--- src/rtl/ram_port_arbiter.sv ---
// Two-client round-robin arbiter for a single RAM read/write port.
// The winner is issued one cycle after its request, and its read data returns one cycle later.
module ram_port_arbiter #(
   parameter int unsigned DATA_WIDTH    = 8,
   parameter int unsigned ADDRESS_WIDTH = 8
) (
   input  logic                     clk,
   input  logic                     rst,
   input  logic                     c0_req,
   input  logic                     c0_we,
   input  logic [ADDRESS_WIDTH-1:0] c0_addr,
   input  logic [DATA_WIDTH-1:0]    c0_wdata,
   output logic                     c0_ack,
   output logic                     c0_rvalid,
   output logic [DATA_WIDTH-1:0]    c0_rdata,
   input  logic                     c1_req,
   input  logic                     c1_we,
   input  logic [ADDRESS_WIDTH-1:0] c1_addr,
   input  logic [DATA_WIDTH-1:0]    c1_wdata,
   output logic                     c1_ack,
   output logic                     c1_rvalid,
   output logic [DATA_WIDTH-1:0]    c1_rdata,
   output logic [ADDRESS_WIDTH-1:0] ram_addr,
   output logic [DATA_WIDTH-1:0]    ram_data,
   output logic                     ram_we,
   input  logic [DATA_WIDTH-1:0]    ram_q,
   output logic                     busy
);

   localparam logic PTR_C0 = 1'b0;
   localparam logic PTR_C1 = 1'b1;

   logic                  ptr;
   logic                  elig0, elig1;
   logic                  grant0, grant1;
   logic                  tag1_valid, tag1_id;
   logic                  tag2_valid, tag2_id;
   logic [DATA_WIDTH-1:0] hold0, hold1;

   // A client in its ack cycle is masked so a still-held req is not issued twice.
   always_comb begin
      elig0  = c0_req & ~c0_ack;
      elig1  = c1_req & ~c1_ack;
      grant0 = elig0 & (~elig1 | (ptr == PTR_C0));
      grant1 = elig1 & (~elig0 | (ptr == PTR_C1));
   end

   always_ff @(posedge clk) begin
      if (rst) begin
         ptr        <= PTR_C0;
         c0_ack     <= 1'b0;
         c1_ack     <= 1'b0;
         ram_we     <= 1'b0;
         ram_addr   <= '0;
         ram_data   <= '0;
         tag1_valid <= 1'b0;
         tag1_id    <= 1'b0;
         tag2_valid <= 1'b0;
         tag2_id    <= 1'b0;
         hold0      <= '0;
         hold1      <= '0;
      end else begin
         c0_ack <= grant0;
         c1_ack <= grant1;
         ram_we <= 1'b0;
         if (grant0) begin
            ram_addr <= c0_addr;
            ram_data <= c0_wdata;
            ram_we   <= c0_we;
            ptr      <= PTR_C1;
         end else if (grant1) begin
            ram_addr <= c1_addr;
            ram_data <= c1_wdata;
            ram_we   <= c1_we;
            ptr      <= PTR_C0;
         end
         // Stage 1 covers the issue cycle, stage 2 the cycle ram_q is valid.
         tag1_valid <= (grant0 & ~c0_we) | (grant1 & ~c1_we);
         tag1_id    <= grant1;
         tag2_valid <= tag1_valid;
         tag2_id    <= tag1_id;
         if (c0_rvalid) hold0 <= ram_q;
         if (c1_rvalid) hold1 <= ram_q;
      end
   end

   assign c0_rvalid = tag2_valid & ~tag2_id;
   assign c1_rvalid = tag2_valid & tag2_id;
   // ram_q is only valid in the return cycle, so it bypasses the holding register then.
   assign c0_rdata  = c0_rvalid ? ram_q : hold0;
   assign c1_rdata  = c1_rvalid ? ram_q : hold1;
   assign busy      = c0_ack | c1_ack | tag1_valid | tag2_valid;

endmodule

--- config.mk ---
export PLATFORM = sky130hd
export DESIGN_NAME = ram_port_arbiter
export DESIGN_NICKNAME = d
export VERILOG_FILES = /design/src/rtl/ram_port_arbiter.sv
export SDC_FILE = /design/constraint.sdc
export NUM_CORES = 1
export LEC_CHECK = 0
export CAP_MARGIN = 25
export CORE_UTILIZATION = 55
export CTS_CLUSTER_SIZE = 10
export DETAILED_ROUTE_END_ITERATION = 6
export DONT_BUFFER_PORTS = 1
export GPL_TIMING_DRIVEN = 0
export MAX_ROUTING_LAYER = met4
export PLACE_DENSITY = 0.73
export SYNTH_ARGS = -nofsm -noshare
export SYNTH_HDL_FRONTEND = slang
export SYNTH_SLANG_ARGS = --single-unit
--- constraint.sdc ---
create_clock -name clk -period 1.21 [get_ports clk]
set_input_delay 0.0605 -clock clk [delete_from_list [all_inputs] [get_ports clk]]
set_output_delay 0.0605 -clock clk [all_outputs]
set_load 0.05 [all_outputs]
==> reports/results.md <==
| Result | This run |
| --- | --- |
| Result of the run | finished with violations |
| Failing checks | hold timing, setup timing |
| Final setup slack of the worst path | -0.373 ns |
| Clock buffer depth | 2 |
| Clock period minus final worst setup slack | 1.58 ns |
| CTS tree | done |
| Ant. Diodes | 0 |
| Most used DFF post-synth | dfxtp_1 |
| Leakage dissipation | 1.15 nW |
| Placeable core region | 3360 sq um |
| Worst hold slack after final layout | -0.0517 ns |
| Cell types with the largest area share after synthesis | dfxtp_1 40%, a211oi_2 10%, nor4_2 9.0% |
| Clock transition at the register clock pins on the worst setup and hold paths after CTS | 0.13 ns |
| Setup slack after placement | -0.168 ns |
| Maximum Capacitance Violations | 0 |
| Global-route wire length before repair | 8780 um |
| Crit. End Element | output pin |
| Synth Warn # | 0 |
| Slew at the pin closest to its max-slew limit | 0.797 ns |
| Hold/Removal Path Class | in -> reg |
| Overall routing resource usage | 34.7% |
| Number of setup violations in the final report | 55 |
| CP Launch Type | flip-flop |
| Most frequent cell after synthesis | dfxtp_1 |
| Synth async-reset ratio | 0% |
| Sequential share of the synthesized area | 39.9% |
| Post-synth top area share | 39.9% |
| Largest net degree at the start of global routing | 13 |
| Number of nets produced by synthesis | 218 |
| Inserted Clock Buffers | 5 |
| Final HPWL from detailed placement | 3060 um |
| Cell accounting for the most synthesized area | dfxtp_1 |
| Number of sinks on the clock net | 39 |
| Number of antenna violations at the first check in global routing | 0 |
| Synth-to-Final Area Change | 60.2% |
| Die height | 61.6 um |
| Overflow left after global routing | 0 |
| CTS H-tree depth | 2 |
| Mean Syn Cell Area | 11.4 sq um |
| Worst Path Class, Setup | reg -> out |
| Vias | 1771 |
| Share of the clock period used by the worst path | 131% |
| Detailed-router iteration count before antenna repair | 4 |
| Die outline area | 3800 sq um |
| Fin Setup TNS | -10.97 ns |
| Worst Path Max Fanout | 9 |
| Violation count after the first detailed-route iteration | 172 |
| Peak Freq | 0.632 GHz |
| Maximum resistive drop on vdd | 0.905 mV |
| Via count of the first global-routing pass | 1712 |
| Number of flip-flops and latches in the synthesized netlist | 39 |
| Placement row count | 21 |
| Required @ worst endpoint | 1.15 ns |
| Number of endpoints with negative hold slack in the final report | 3 |
| Synth cell count leaders | 39 x dfxtp_1, 23 x nor3_1, 21 x nor2b_1, 16 x a211oi_2, 14 x nor4_2 |
| Relative slew slack | 46.9% |
| Port Buffers | 0 |
| Power density over cell area | 1110 nW/um^2 |
| Proportion of layout cells with a drive suffix above 1 | 58.3% |
| Buffer type at the clock tree root | clkbuf_4 |
| Post-synthesis cell area | 1960 sq um |
| Cell count after synthesis | 172 |
| Number of nets with antenna violations after routing | 0 |
| Source-to-sink clock delay at the later pin of the worst-skew pair | 0.36 ns |
| Final worst clock skew | 0.00754 ns |
| Die Span X | 61.6 um |
| Average routed wire per standard cell | 28.2 um |
| Placer congestion estimate | 0.744 |
| WL final | 7720 um |
| Via-to-Cell Ratio | 6.46 |
| Remaining design rule violation count | 0 |
| Number of enable flip-flop cells after synthesis | 0 |
| Arrival time at the worst endpoint | 1.52 ns |
| Count of different cell masters after synthesis | 24 |
| RSZ-0062 raised after global routing | true |
| Final-stage net count | 273 |
| Ports | 84 |
| Layout fillers | 102 |
| Effective utilization at floorplan | 58.1% |
| Max-slew violation count | 0 |
kinds of logic after synthesis:
family,Yosys count,synth area share (%)
simple gates,75,29.1
flops,39,39.9
buf+inv,22,8.32
compound gates,20,11.9
mux,16,10.7
per-layer routing:
| metal | part of all wire, % | up-vias | global-route usage (%) |
|---|---|---|---|
| li1 | - | 743 | - |
| met3 | 9.2 | 40 | 8.82 |
| met5 | 0 | - | - |
| met2 | 50 | 145 | 56.5 |
| met1 | 36 | 843 | 39.1 |
| met4 | 5.4 | 0 | 17.8 |
area by class of cell:
type	count	area [sq um]	share of cell area (%)
plain buffers	16	206	6.59
clock buffers	7	55.1	1.76
repair buffers	49	593	18.9
flip-flops and latches	39	796	25.4
inverters	4	23.8	0.759
well taps	46	57.6	1.84
multi-input cells	112	1400	44.6
clock inverters	1	5.00	0.160
what timing repair did:
item,CTS,global route
setup buffers,9,8
pin swaps,21,13
setup endpoints to repair,53,55
cloned,5,1
endpoints found under the hold margin,18,1
hold buffers,27,1
gates resized for setup,64,27
layout by cell type, fill, tap and decap left out, types with 7 or more instances in the layout:
master	count
nor4_2	15
nor3_2	7
buf_12	7
dlygate4sd3_1	28
dfxtp_1	35
nor3_4	21
buf_4	9
mux2_4	16
nor2b_1	16
a211oi_2	11
sequential cells by signal, indices dropped and copies added, names as in the netlist:
| signal | count |
|---|---|
| ram_data | 8 |
| ram_addr | 8 |
| hold1 | 8 |
| tag2_valid | 1 |
| ram_we | 1 |
| c0_ack | 1 |
| tag1_id | 1 |
| tag1_valid | 1 |
| ptr | 1 |
| hold0 | 8 |
| tag2_id | 1 |
power breakdown:
group	total (mW)	switching (mW)	internal, mW
Sequential	1.66	0.297	1.36
Clock	0.768	0.486	0.282
Combinational	1.04	0.553	0.488
Total	3.47	1.34	2.13
stage by stage:
stage | power (mW) | hold slack (ns) | util (%) | cell area (sq um) | std cells
floorplan | 2.14 | 0.186 | - | 2080 | 172
global placement | 2.21 | 0.188 | 63.7 | 2140 | 218
detailed placement | 2.23 | 0.192 | 63.7 | 2140 | 218
CTS | 3.24 | 0.00299 | 87.7 | 2950 | 266
global route | 3.53 | -0.00830 | 93.2 | 3130 | 274
finish | 3.47 | -0.0517 | 93.2 | 3130 | 274
worst paths after layout:
path,start,to,slack [ns],cells past startpoint
setup reg to reg,c0_ack$_SDFF_PP0_,ram_addr[1]$_SDFFE_PP0P_,-0.32,5
setup / recovery,tag2_valid$_SDFF_PP0_,c0_rdata[1],-0.37,3
hold reg to reg,tag1_valid$_SDFF_PP0_,tag2_valid$_SDFF_PP0_,0.49,1
hold / removal,c1_wdata[7],ram_data[7]$_SDFFE_PP0P_,-0.05,2
critical path, stage by stage, from the launching register on:
cell     delay, ns
dfxtp_4       0.39
nor2b_4       0.16
buf_12        0.18
mux2_4        0.41
No activity file was read; power rests on OpenSTA's default activity.
